$ cat config.mk
export PLATFORM = sky130hd
export DESIGN_NAME = mem_arbiter
export DESIGN_NICKNAME = d
export VERILOG_FILES = /design/src/rtl/mem_arbiter.sv
export SDC_FILE = /design/constraint.sdc
export NUM_CORES = 1
export LEC_CHECK = 0
export BUFFER_PORTS_ARGS = -buffer_cell sky130_fd_sc_hd__buf_2
export CAP_MARGIN = 20
export CORE_ASPECT_RATIO = 0.6
export CORE_MARGIN = 5
export CORE_UTILIZATION = 35
export CTS_CLUSTER_DIAMETER = 60
export DETAILED_ROUTE_END_ITERATION = 8
export PLACE_DENSITY = 0.7
export SETUP_SLACK_MARGIN = 0.2
export SYNTH_ARGS = -nofsm -noshare
export SYNTH_HDL_FRONTEND = slang
export SYNTH_SLANG_ARGS = --single-unit
$ cat constraint.sdc
create_clock -name clk -period 1.95 [get_ports clk]
set_input_delay 0.39 -clock clk [delete_from_list [all_inputs] [get_ports clk]]
set_output_delay 0.39 -clock clk [all_outputs]
set_load 0.03 [all_outputs]
$ cat src/rtl/mem_arbiter.sv
// mem_arbiter: shares one data-memory port between the IFU (master 0) and the
// LSU (master 1). One transaction is in flight at a time. Ties are broken
// round-robin, and a watchdog turns a missing memory response into an error.
//
// Ports:
//   clk, rst_n        clock; asynchronous active-low reset
//   m_req_*           per-master request channel (bit/slice 0 = IFU, 1 = LSU)
//   m_resp_*          per-master response channel; rdata/err shared by both
//   mem_*             downstream memory request and response
//   busy              high whenever a transaction is in progress
module mem_arbiter #(
  parameter int unsigned AW      = 32,
  parameter int unsigned DW      = 32,
  parameter int unsigned MW      = 8,
  parameter int unsigned TIMEOUT = 255
) (
  input  logic            clk,
  input  logic            rst_n,
  // Master request side
  input  logic [1:0]      m_req_valid,
  output logic [1:0]      m_req_ready,
  input  logic [1:0]      m_req_wen,
  input  logic [2*AW-1:0] m_req_addr,
  input  logic [2*DW-1:0] m_req_wdata,
  input  logic [2*MW-1:0] m_req_wmask,
  // Master response side
  output logic [1:0]      m_resp_valid,
  input  logic [1:0]      m_resp_ready,
  output logic [DW-1:0]   m_resp_rdata,
  output logic            m_resp_err,
  // Downstream memory
  output logic            mem_valid,
  input  logic            mem_ready,
  output logic            mem_wen,
  output logic [AW-1:0]   mem_addr,
  output logic [DW-1:0]   mem_wdata,
  output logic [MW-1:0]   mem_wmask,
  input  logic            mem_rvalid,
  input  logic [DW-1:0]   mem_rdata,
  // Status
  output logic            busy
);

  localparam int unsigned CntW = $clog2(TIMEOUT + 1);
  localparam logic [CntW-1:0] CntLast = CntW'(TIMEOUT - 1);
  localparam logic [CntW-1:0] CntMax  = {CntW{1'b1}};

  typedef enum logic [1:0] {
    StIdle,
    StIssue,
    StWait,
    StResp
  } state_e;

  state_e          state_q, state_d;
  logic            last_grant_q, last_grant_d;
  logic            wen_q, wen_d;
  logic [AW-1:0]   addr_q, addr_d;
  logic [DW-1:0]   wdata_q, wdata_d;
  logic [MW-1:0]   wmask_q, wmask_d;
  logic [DW-1:0]   rdata_q, rdata_d;
  logic            err_q, err_d;
  logic [CntW-1:0] wdog_q, wdog_d;

  logic            grant;

  // Arbitration: a lone requester always wins; on a tie the master that was
  // not served last goes next. last_grant_q also routes the response, since it
  // holds the owner of the transaction currently in flight.
  always_comb begin
    grant = last_grant_q;
    case (m_req_valid)
      2'b01:   grant = 1'b0;
      2'b10:   grant = 1'b1;
      2'b11:   grant = ~last_grant_q;
      default: grant = last_grant_q;
    endcase
  end

  always_comb begin
    state_d      = state_q;
    last_grant_d = last_grant_q;
    wen_d        = wen_q;
    addr_d       = addr_q;
    wdata_d      = wdata_q;
    wmask_d      = wmask_q;
    rdata_d      = rdata_q;
    err_d        = err_q;
    wdog_d       = wdog_q;
    m_req_ready  = 2'b00;
    m_resp_valid = 2'b00;
    mem_valid    = 1'b0;

    case (state_q)
      StIdle: begin
        if (m_req_valid != 2'b00) begin
          m_req_ready  = grant ? 2'b10 : 2'b01;
          last_grant_d = grant;
          wen_d        = m_req_wen[grant];
          addr_d       = grant ? m_req_addr[2*AW-1:AW]  : m_req_addr[AW-1:0];
          wdata_d      = grant ? m_req_wdata[2*DW-1:DW] : m_req_wdata[DW-1:0];
          wmask_d      = grant ? m_req_wmask[2*MW-1:MW] : m_req_wmask[MW-1:0];
          state_d      = StIssue;
        end
      end

      StIssue: begin
        mem_valid = 1'b1;
        if (mem_ready) begin
          wdog_d = '0;
          // Memory may accept and answer in the same cycle.
          if (mem_rvalid) begin
            rdata_d = mem_rdata;
            err_d   = 1'b0;
            state_d = StResp;
          end else begin
            state_d = StWait;
          end
        end
      end

      StWait: begin
        if (mem_rvalid) begin
          rdata_d = mem_rdata;
          err_d   = 1'b0;
          state_d = StResp;
        end else if (wdog_q == CntLast) begin
          rdata_d = '0;
          err_d   = 1'b1;
          state_d = StResp;
        end else if (wdog_q != CntMax) begin
          wdog_d = wdog_q + CntW'(1);
        end
      end

      StResp: begin
        // No watchdog here: a master may stall its response indefinitely.
        m_resp_valid = last_grant_q ? 2'b10 : 2'b01;
        if (m_resp_ready[last_grant_q]) begin
          state_d = StIdle;
        end
      end

      default: state_d = StIdle;
    endcase
  end

  always_ff @(posedge clk or negedge rst_n) begin
    if (!rst_n) begin
      state_q      <= StIdle;
      last_grant_q <= 1'b0;
      wen_q        <= 1'b0;
      addr_q       <= '0;
      wdata_q      <= '0;
      wmask_q      <= '0;
      rdata_q      <= '0;
      err_q        <= 1'b0;
      wdog_q       <= '0;
    end else begin
      state_q      <= state_d;
      last_grant_q <= last_grant_d;
      wen_q        <= wen_d;
      addr_q       <= addr_d;
      wdata_q      <= wdata_d;
      wmask_q      <= wmask_d;
      rdata_q      <= rdata_d;
      err_q        <= err_d;
      wdog_q       <= wdog_d;
    end
  end

  assign mem_wen      = wen_q;
  assign mem_addr     = addr_q;
  assign mem_wdata    = wdata_q;
  assign mem_wmask    = wmask_q;
  assign m_resp_rdata = rdata_q;
  assign m_resp_err   = err_q;
  assign busy         = (state_q != StIdle);

endmodule

==> results.json <==
{
  "swShare_pct": 42.5,
  "ys_types": 41,
  "clock_path_buffers": 2,
  "synthMostInstantiatedCell": "dfrtp_1",
  "synth_area_leaders": "dfrtp_1 60%, a222oi_1 15%, inv_1 6.0%",
  "power_frac_seq_pct": 29.6,
  "cts_num_sinks": 117,
  "drt_iter0_drc": 652,
  "cts_made_buffers": 17,
  "slew_viol_final": 0,
  "cts.clk_slew.worst_paths_ns": 0.06,
  "synth_edf_count": 0,
  "startpoint_type": "register",
  "synthArstFlopShare_pct": 100,
  "power_density_mw_per_mm2": 1890,
  "setup_viol": 0,
  "cell_internal_pwr_uw": 8160,
  "timing.fmax_mhz": 535,
  "gp_congestion": 0.849,
  "syn_nets": 601,
  "die-area_mm2": 0.0166,
  "std_cell_rows": 33,
  "cts-root-buf": "clkbuf_16",
  "leakagePower_uw": 0.00417,
  "synth_largest_area_cell": "dfrtp_1",
  "period_minus_slack_ns": 1.87,
  "ys.flop_type": "dfrtp_1",
  "synth.cell_area_mm2": 0.00491,
  "cts_tree": "built",
  "ys_seq_area_share_pct": 59.7,
  "routed_via_density": 5.29,
  "core_mm2": 0.0137,
  "diodes": 0,
  "dp_slack_ns": 0.0754,
  "ctsHoldBuffers": 0,
  "nFillCells": 1173,
  "cap_violations": 0,
  "drc_errors": 8,
  "syn_avg_cell_area_um2": 12.0,
  "hold_class": "input pin to async pin",
  "cp.required_ns": 2.23,
  "ioPinCount": 298,
  "yosysWarnings": 0,
  "worst_ep_arrival_time_ns": 2.15,
  "grt_pass1_wl_um": 24800,
  "status": "finished, violations left",
  "h-tree-depth": 4,
  "finalCritPeriodShare_pct": 95.9,
  "insertion_delay_ns": 0.39,
  "port_buffers": 297,
  "syn_inst": 409,
  "tns_ns": 0,
  "area_growth_pct": 53.5,
  "dr.pass1.iters": 9,
  "layout_setup_ws_ns": 0.0804,
  "slew_headroom_pct": 59.2,
  "rsz0062_at_grt": "true",
  "violations": "design-rule violations",
  "post-synth-top-area-fraction_pct": 59.7,
  "dp_hpwl_um": 11300,
  "multi_input_area_mm2": 0.00163,
  "die_h_um": 102,
  "track_usage_pct": 18.3,
  "ant_nets": 0,
  "nets": 909,
  "register_area_mm2": 0.00293,
  "grt_pass1_vias": 5074,
  "hold_viol": 0,
  "wl_um": 16200,
  "crit_type": "register to register",
  "pwr-share-comb_pct": 47.3,
  "skew_ns": 0.00903,
  "start_util_pct": 35.8,
  "via_count": 4880,
  "antenna_found_initial": 0,
  "ys_ff_latch": 117,
  "ir_drop_uv": 846,
  "worstPathMaxFanout": 4,
  "dieWidth_um": 163,
  "wl_per_cell_um": 17.5,
  "pwr-share-clk_pct": 23.1,
  "cp-end-kind": "register",
  "layout-drive-gt1-share_pct": 51.5,
  "grt_max_degree": 118,
  "worst_slew_pin_slew_ns": 0.612,
  "grt_overflow": 0,
  "ys_top_cells_by_count": "117 x dfrtp_1, 78 x inv_1, 73 x a222oi_1",
  "power_switching_uw": 6040
}
worst max-delay path, stage by stage, from the launching register on:
cell and delay (ns):
dfrtp_2 0.45, inv_4 0.09, ha_4 0.17, buf_4 0.13, inv_4 0.04, or3_1 0.35
and4_4 0.22, mux2_1 0.30
cells in the final DEF (no fill, tap or decap), types with 2 or more instances in the layout:
cell type   instances
buf_4              18
nor2_1              5
o211ai_1            3
buf_2             291
o41ai_2             2
clkinv_2            2
nand2_1             6
clkinv_4            2
clkbuf_16          18
bufinv_16           4
inv_1              75
mux2i_1             3
a21oi_4             2
nor3_1              3
ha_1                3
o21ai_1             4
buf_6               4
inv_2               3
nand2b_1            2
clkinvlp_4          4
nand4_1             3
dfrtp_1           116
and3_1              2
clkbuf_8            2
ha_2                2
a22o_1             33
a21oi_1             8
o21ai_2             2
buf_12              5
a222oi_1           73
inv_4               2
logic make-up after synthesis:
family	Yosys count	share of synthesized area (%)
buffers and inverters	111	8.93
adders and majority gates	6	1.53
and+or+nand+nor	35	4.13
AOI/OAI and AO/OA	136	24.9
muxes	4	0.842
DFF	117	59.7
per-stage QoR:
stage	instances	hold WS, ns	instance area (µm²)	utilization, %	power, µW
finish	922	0.0641	7530	54.9	14200
CTS	919	0.0960	7440	54.3	14200
detailed placement	877	0.478	6690	48.8	10600
floorplan	409	0.0944	4910	-	8450
global placement	877	0.470	6690	48.8	10400
global route	922	0.124	7530	54.9	15000
layer usage:
metal  share of wire (%)  track usage, %  vias up
li1                    -               -     2197
met1                  41            23.8     2406
met2                  49            30.5      269
met3                 9.8            5.25        8
met4                0.69            4.70        0
met5                   0               0        -
state kept, by name, indices dropped and copies added, names as in the netlist:
signal	count
mem_wdata	32
wdog_q	8
mem_wen	1
m_resp_rdata	32
state_q	2
mem_addr	32
last_grant_q	1
mem_wmask	8
m_resp_err	1
worst paths after layout:
check / from / end / slack (ns) / depth (start not counted)
worst max-delay path: state_q[0] / state_q[1] / 0.08 / 7
worst min-delay path: rst_n / m_resp_rdata[10] / 0.06 / 2
worst max register to register: state_q[0] / state_q[1] / 0.08 / 7
worst min register to register: m_resp_rdata[28] / m_resp_rdata[28] / 0.49 / 1
max in group asynchronous: rst_n / mem_wdata[5] / 1.40 / 2
min in group clk: m_req_addr[59] / mem_addr[27] / 0.21 / 3
area by class of cell:
class / count / area share [%]
clock buffer: 20 / 6.07
clock inverter: 12 / 2.36
inverter: 80 / 4.05
multi-input combinational: 181 / 21.7
sequential: 117 / 38.9
tap: 192 / 3.19
timing repair buffer: 320 / 23.8
timing repair:
item                       4_1_cts  5_1_grt
cloned                           0        2
buffers inserted                10        1
pin swaps                        3       56
setup endpoints to repair       46      118
resized for setup               14       11
power by group through the flow:
| stage | logic [µW] | clock network (µW) | registers (µW) |
|---|---|---|---|
| global placement | 6240 | 0 | 4150 |
| floorplan | 2320 | 0 | 6130 |
| finish | 6720 | 3280 | 4200 |
| global route | 7210 | 3490 | 4320 |
| CTS | 6650 | 3370 | 4170 |
| detailed placement | 6440 | 0 | 4160 |
Power figures use the tool's default switching activity.
